File: config.mk
export PLATFORM = sky130hd
export DESIGN_NAME = instr_fetch_unit
export DESIGN_NICKNAME = d
export VERILOG_FILES = /design/src/rtl/instr_fetch_unit.sv
export SDC_FILE = /design/constraint.sdc
export NUM_CORES = 1
export LEC_CHECK = 0
export ABC_AREA = 1
export CORE_ASPECT_RATIO = 1.5
export CORE_MARGIN = 2
export CORE_UTILIZATION = 46
export CTS_CLUSTER_SIZE = 14
export DETAILED_ROUTE_END_ITERATION = 12
export PLACE_DENSITY = 0.77
export SETUP_SLACK_MARGIN = 0.2
export SLEW_MARGIN = 20
export SYNTH_ARGS = -nofsm -noshare
export SYNTH_HDL_FRONTEND = slang
export SYNTH_SLANG_ARGS = --single-unit
File: constraint.sdc
create_clock -name clk -period 1.5 [get_ports clk]
set_input_delay 0.3 -clock clk [delete_from_list [all_inputs] [get_ports clk]]
set_output_delay 0.3 -clock clk [all_outputs]
set_load 0.01 [all_outputs]
File: src/rtl/instr_fetch_unit.sv
// Instruction fetch stage: owns the PC, one outstanding imem request, and the bubble/hold to IF/ID.
// Optional bubble counter enabled by defining IFU_PERF_CNT_EN.
//
// state | meaning
// ------+----------------------------------------------------------------
// REQ   | request pc_q from imem, waiting for imem_ready_i
// WAIT  | request accepted, waiting for imem_rvalid_i (drop_q squashes it)
// FULL  | buffer holds a valid instruction presented to IF/ID
module instr_fetch_unit #(
  parameter logic [31:0] RESET_PC  = 32'h0040_0000,
  parameter logic [31:0] NOP_INSTR = 32'h0000_0000
`ifdef IFU_PERF_CNT_EN
  ,
  parameter int          CNT_WIDTH = 16
`endif
) (
  input  logic                 clk,
  input  logic                 reset,
  input  logic                 stall_i,
  input  logic                 redirect_i,
  input  logic [31:0]          redirect_pc_i,
  output logic                 imem_req_o,
  output logic [31:0]          imem_addr_o,
  input  logic                 imem_ready_i,
  input  logic                 imem_rvalid_i,
  input  logic [31:0]          imem_rdata_i,
  output logic [31:0]          pc_o,
  output logic [31:0]          instr_o,
  output logic                 ifid_hold_o
`ifdef IFU_PERF_CNT_EN
  ,
  output logic [CNT_WIDTH-1:0] bubble_cnt_o
`endif
);

  typedef enum logic [1:0] {
    S_REQ  = 2'd0,
    S_WAIT = 2'd1,
    S_FULL = 2'd2
  } state_t;

  state_t      state_q, state_d;
  logic [31:0] pc_q, pc_d;
  logic [31:0] fetch_pc_q, fetch_pc_d;
  logic        drop_q, drop_d;
  logic [31:0] buf_q, buf_d;
  logic [31:0] buf_pc_q, buf_pc_d;
  logic [31:0] redirect_pc;

  assign redirect_pc = redirect_pc_i & 32'hFFFF_FFFC;

  always_ff @(posedge clk or negedge reset) begin
    if (!reset) begin
      state_q    <= S_REQ;
      pc_q       <= RESET_PC;
      fetch_pc_q <= '0;
      drop_q     <= 1'b0;
      buf_q      <= NOP_INSTR;
      buf_pc_q   <= '0;
    end else begin
      state_q    <= state_d;
      pc_q       <= pc_d;
      fetch_pc_q <= fetch_pc_d;
      drop_q     <= drop_d;
      buf_q      <= buf_d;
      buf_pc_q   <= buf_pc_d;
    end
  end

  always_comb begin
    state_d     = state_q;
    pc_d        = pc_q;
    fetch_pc_d  = fetch_pc_q;
    drop_d      = drop_q;
    buf_d       = buf_q;
    buf_pc_d    = buf_pc_q;
    imem_req_o  = 1'b0;
    imem_addr_o = pc_q;
    instr_o     = NOP_INSTR;
    pc_o        = '0;
    ifid_hold_o = stall_i & ~redirect_i;

    case (state_q)
      S_REQ: begin
        imem_req_o = 1'b1;
        if (redirect_i) begin
          pc_d = redirect_pc;
          // The accepted request still carries the stale pc_q; squash its response.
          if (imem_ready_i) begin
            drop_d  = 1'b1;
            state_d = S_WAIT;
          end
        end else if (imem_ready_i) begin
          fetch_pc_d = pc_q;
          pc_d       = pc_q + 32'd4;
          state_d    = S_WAIT;
        end
      end
      S_WAIT: begin
        if (redirect_i) begin
          pc_d   = redirect_pc;
          drop_d = 1'b1;
        end
        if (imem_rvalid_i) begin
          if (drop_q || redirect_i) begin
            drop_d  = 1'b0;
            state_d = S_REQ;
          end else begin
            buf_d    = imem_rdata_i;
            buf_pc_d = fetch_pc_q + 32'd4;
            state_d  = S_FULL;
          end
        end
      end
      S_FULL: begin
        if (redirect_i) begin
          pc_d    = redirect_pc;
          state_d = S_REQ;
        end else begin
          instr_o = buf_q;
          pc_o    = buf_pc_q;
          if (!stall_i) state_d = S_REQ;
        end
      end
      default: state_d = S_REQ;
    endcase
  end

`ifdef IFU_PERF_CNT_EN
  logic [CNT_WIDTH-1:0] cnt_q, cnt_d;
  logic                 bubble;

  assign bubble       = ~ifid_hold_o & ((state_q != S_FULL) | redirect_i);
  assign bubble_cnt_o = cnt_q;

  always_comb begin
    cnt_d = cnt_q;
    if (bubble && (cnt_q != {CNT_WIDTH{1'b1}})) cnt_d = cnt_q + 1'b1;
  end

  always_ff @(posedge clk or negedge reset) begin
    if (!reset) cnt_q <= '0;
    else        cnt_q <= cnt_d;
  end
`endif

endmodule
==> summary.md <==
| Metric | Value |
|---|---|
| Drt wl/cell | 19.7 µm |
| Die Ht | roughly 160 µm |
| CP max FO | 7 |
| Final nets | approximately 1.5k |
| Crit. Startpoint | state_q[1] |
| F_max | between 400 and 500 MHz |
| Crit path launch type | register |
| Post-Syn Area | just over 7000 µm² |
| Routed Antenna Nets | 0 |
| RSZ-0062 raised after global routing | yes |
| Worst-skew pair later-pin latency | around 0.42 ns |
| Global route overflow | 0 |
| Period Utilization, post-route | 1.35 |
| Total Wirelength | 31.5 mm |
| Starting Density | 0.466 |
| Worst r2r src | state_q[1] |
| CTS tree | yes |
| Clock sink total | 125 |
| Max-slew violation count | 0 |
| IO buf count | 161 |
| Final Instance Count excl. Fillers | about 1.6k |
| RePlAce Congestion | just under 1 |
| DRC violations left | 0 |
| Root Buffer | clkbuf_16 |
| Clock skew | 0.0129 ns |
| Row Count | 56 |
| Antenna violations before repair | 0 |
| Largest net degree at the start of global routing | 47 |
| All-Layer GR Usage | 0.307 |
| Detailed placement HPWL | roughly 16 mm |
| Worst R2R End | imem_addr_o[14] |
| Most common cell after layout, fill and taps aside | nand2_1 |
| Reg2Reg Setup Slack | -0.53 ns |
| Maximum vdd ir drop | approximately 1300 µV |
| Post-route setup slack | -0.531 ns |
| Total CTS buffers | 17 |
| DRT iter0 DRCs | approximately 960 |
| Final instance area | roughly 12000 µm² |
| Synth cell types | 33 |
| H-Tree Depth | 4 |
| Largest cells by area after synthesis | dfrtp_1 43%, nand2_1 17%, nor2_1 9.5% |
| Yosys reg bits | 125 |
| Pwr dens | 2060 nW/µm² |
| Most frequent cells in the layout | 285 x nand2_1, 145 x nor2_1, 120 x inv_1 |
| Antenna diodes | 0 |
| Reg2reg path depth | 13 |
| P&R area growth vs syn | 66.9% |
| Reg clk slew, reported paths | approximately 0.060 ns |
| Clk buf depth | 2 |
| CP Capture Type | register |
| Fin. Hold Viols | 0 |
| Max-Cap Viols | 0 |
| Area post-placement | between 9000 and 10000 µm² |
| Kind of critical path | register to register |
| Synth top area share | 0.428 |
| Die area | roughly 17000 µm² |
| Leading area contributor after synthesis | dfrtp_1 |
| Register area share after synthesis | 0.432 |
| Die Span X | approximately 110 µm |
| Leak Pwr | between 0.005 and 0.006 µW |
| Routed via count | between 8k and 9k |
| Layout cell share with drive strength beyond 1 | 0.361 |
| Mapped Cells | 1044 |
| First-pass GRT wire length | slightly above 40 mm |
| Crit path required time | 1.82 ns |
| Num ports | 168 |
| Final min period | ~2.0 ns |
| Placed insts | ~1.5k |
| WP data arrival | approximately 2.4 ns |
| Pre-antenna DRT Iters | 7 |
| Vias in the first global route | between 8k and 9k |
| Synth Warn # | 0 |
| Failing checks | setup timing |
| Outcome | finished with violations |
| Area of the core | about 16000 µm² |
| Setup violations, final | about 190 |
| Via density per instance | around 5.6 |
| Hold/Removal Path Class | input pin to async pin |
| Syn Area/Cell | between 6 and 7 µm² |
[through the flow]
| step | power, µW | setup slack (ns) | setup TNS (ns) | hold slack (ns) | utilization |
|---|---|---|---|---|---|
| after floorplan | 11400 | 0.0512 | 0 | 0.00441 | - |
| after global placement | 15200 | -0.554 | -63.58 | 0.240 | 0.628 |
| after detailed placement | 15500 | -0.603 | -68.34 | 0.248 | 0.628 |
| after CTS | 21700 | -0.498 | -62.40 | 0.350 | 0.712 |
| after global routing | 26100 | -0.723 | -80.59 | 0.376 | 0.778 |
| final | 24900 | -0.531 | -73.61 | 0.341 | 0.778 |
[kinds of logic (layout without fill, tap and decap cells)]
group / after synthesis / count (layout) / synth area share
and+or+nand+nor: 599 / 601 / 0.346
AOI/OAI and AO/OA: 131 / 131 / 0.0946
buffers and inverters: 166 / 511 / 0.0963
DFF: 125 / 125 / 0.432
adders and majority gates: 6 / 6 / 0.0104
muxes: 5 / 5 / 0.00777
xor gates and xnor gates: 11 / 11 / 0.0133
other: 1 / 4 / 0.000517
[metal layers]
layer  track usage  vias to the layer above  share of wire
li1              -                     3924              -
met1         0.332                     4183           0.32
met2         0.559                      648           0.51
met3        0.0478                      239          0.081
met4         0.186                        0          0.088
met5             0                        -              0
[sequential cells by signal, summed over array words and instances, names as in the netlist]
| register | cells |
|---|---|
| imem_addr_o | 30 |
| fetch_pc_q | 30 |
| buf_q | 32 |
| drop_q | 1 |
| state_q | 2 |
| buf_pc_q | 30 |
[cells in the mapped netlist]
master / number
nor2_4: 9
inv_1: 124
or2_2: 2
o21ai_0: 89
conb_1: 1
inv_2: 2
clkinv_1: 1
a21oi_1: 14
buf_4: 10
nor2_2: 11
o211ai_1: 1
nand4_1: 4
o22ai_1: 6
mux2_2: 5
ha_1: 6
nand3b_1: 13
nand2_1: 324
nand2_2: 11
xnor2_1: 4
dfstp_2: 1
nand3_1: 40
o21ai_1: 16
nand3_2: 1
o21ai_2: 2
buf_2: 12
clkbuf_1: 14
nor2_1: 183
nand3_4: 1
buf_6: 3
a22oi_2: 1
dfrtp_1: 124
o31ai_1: 2
xor2_1: 7
[layout make-up]
type,instances,area [µm²]
multi-input cells,758,4000
repair buffers,352,3620
fillers,1008,3450
flip-flops and latches,125,3140
inverters,127,502
clock buffers,18,439
well taps,203,254
clock inverters,14,145
[repair_timing]
action / in CTS / in global routing
gates resized for setup: 477 / 196
cloned: 13 / 21
setup endpoints to repair: 219 / 209
pin swaps: 15 / 43
hold buffers: 1 / 0
hold endpoints to repair: 21 / 0
setup buffers: 55 / 20
[report_power, final]
group	switching (µW)	internal, µW
clock network	1620	2480
registers	1340	5070
logic	7640	6770
total	10600	14300
[worst max-delay path: stages (launching register included)]
cell     delay, ns
dfrtp_1       0.39
buf_4         0.13
buf_6         0.10
inv_4         0.04
ha_4          0.29
nor2_4        0.06
buf_12        0.13
buf_4         0.14
buf_8         0.13
buf_4         0.14
o21ai_2       0.17
nand2_1       0.09
nand2_1       0.07
inv_1         0.04
[how the worst max path moves through the flow]
stage | endpoint | slack [ns] | depth (start not counted)
final | imem_addr_o[14] | -0.53 | 13
after global routing | imem_addr_o[17] | -0.72 | 13
after CTS | pc_o[7] | -0.50 | 6
after detailed placement | instr_o[14] | -0.60 | 6
after global placement | instr_o[2] | -0.55 | 6
after floorplan | imem_addr_o[6] | 0.05 | 10
No activity file was read; power rests on OpenSTA's default activity.
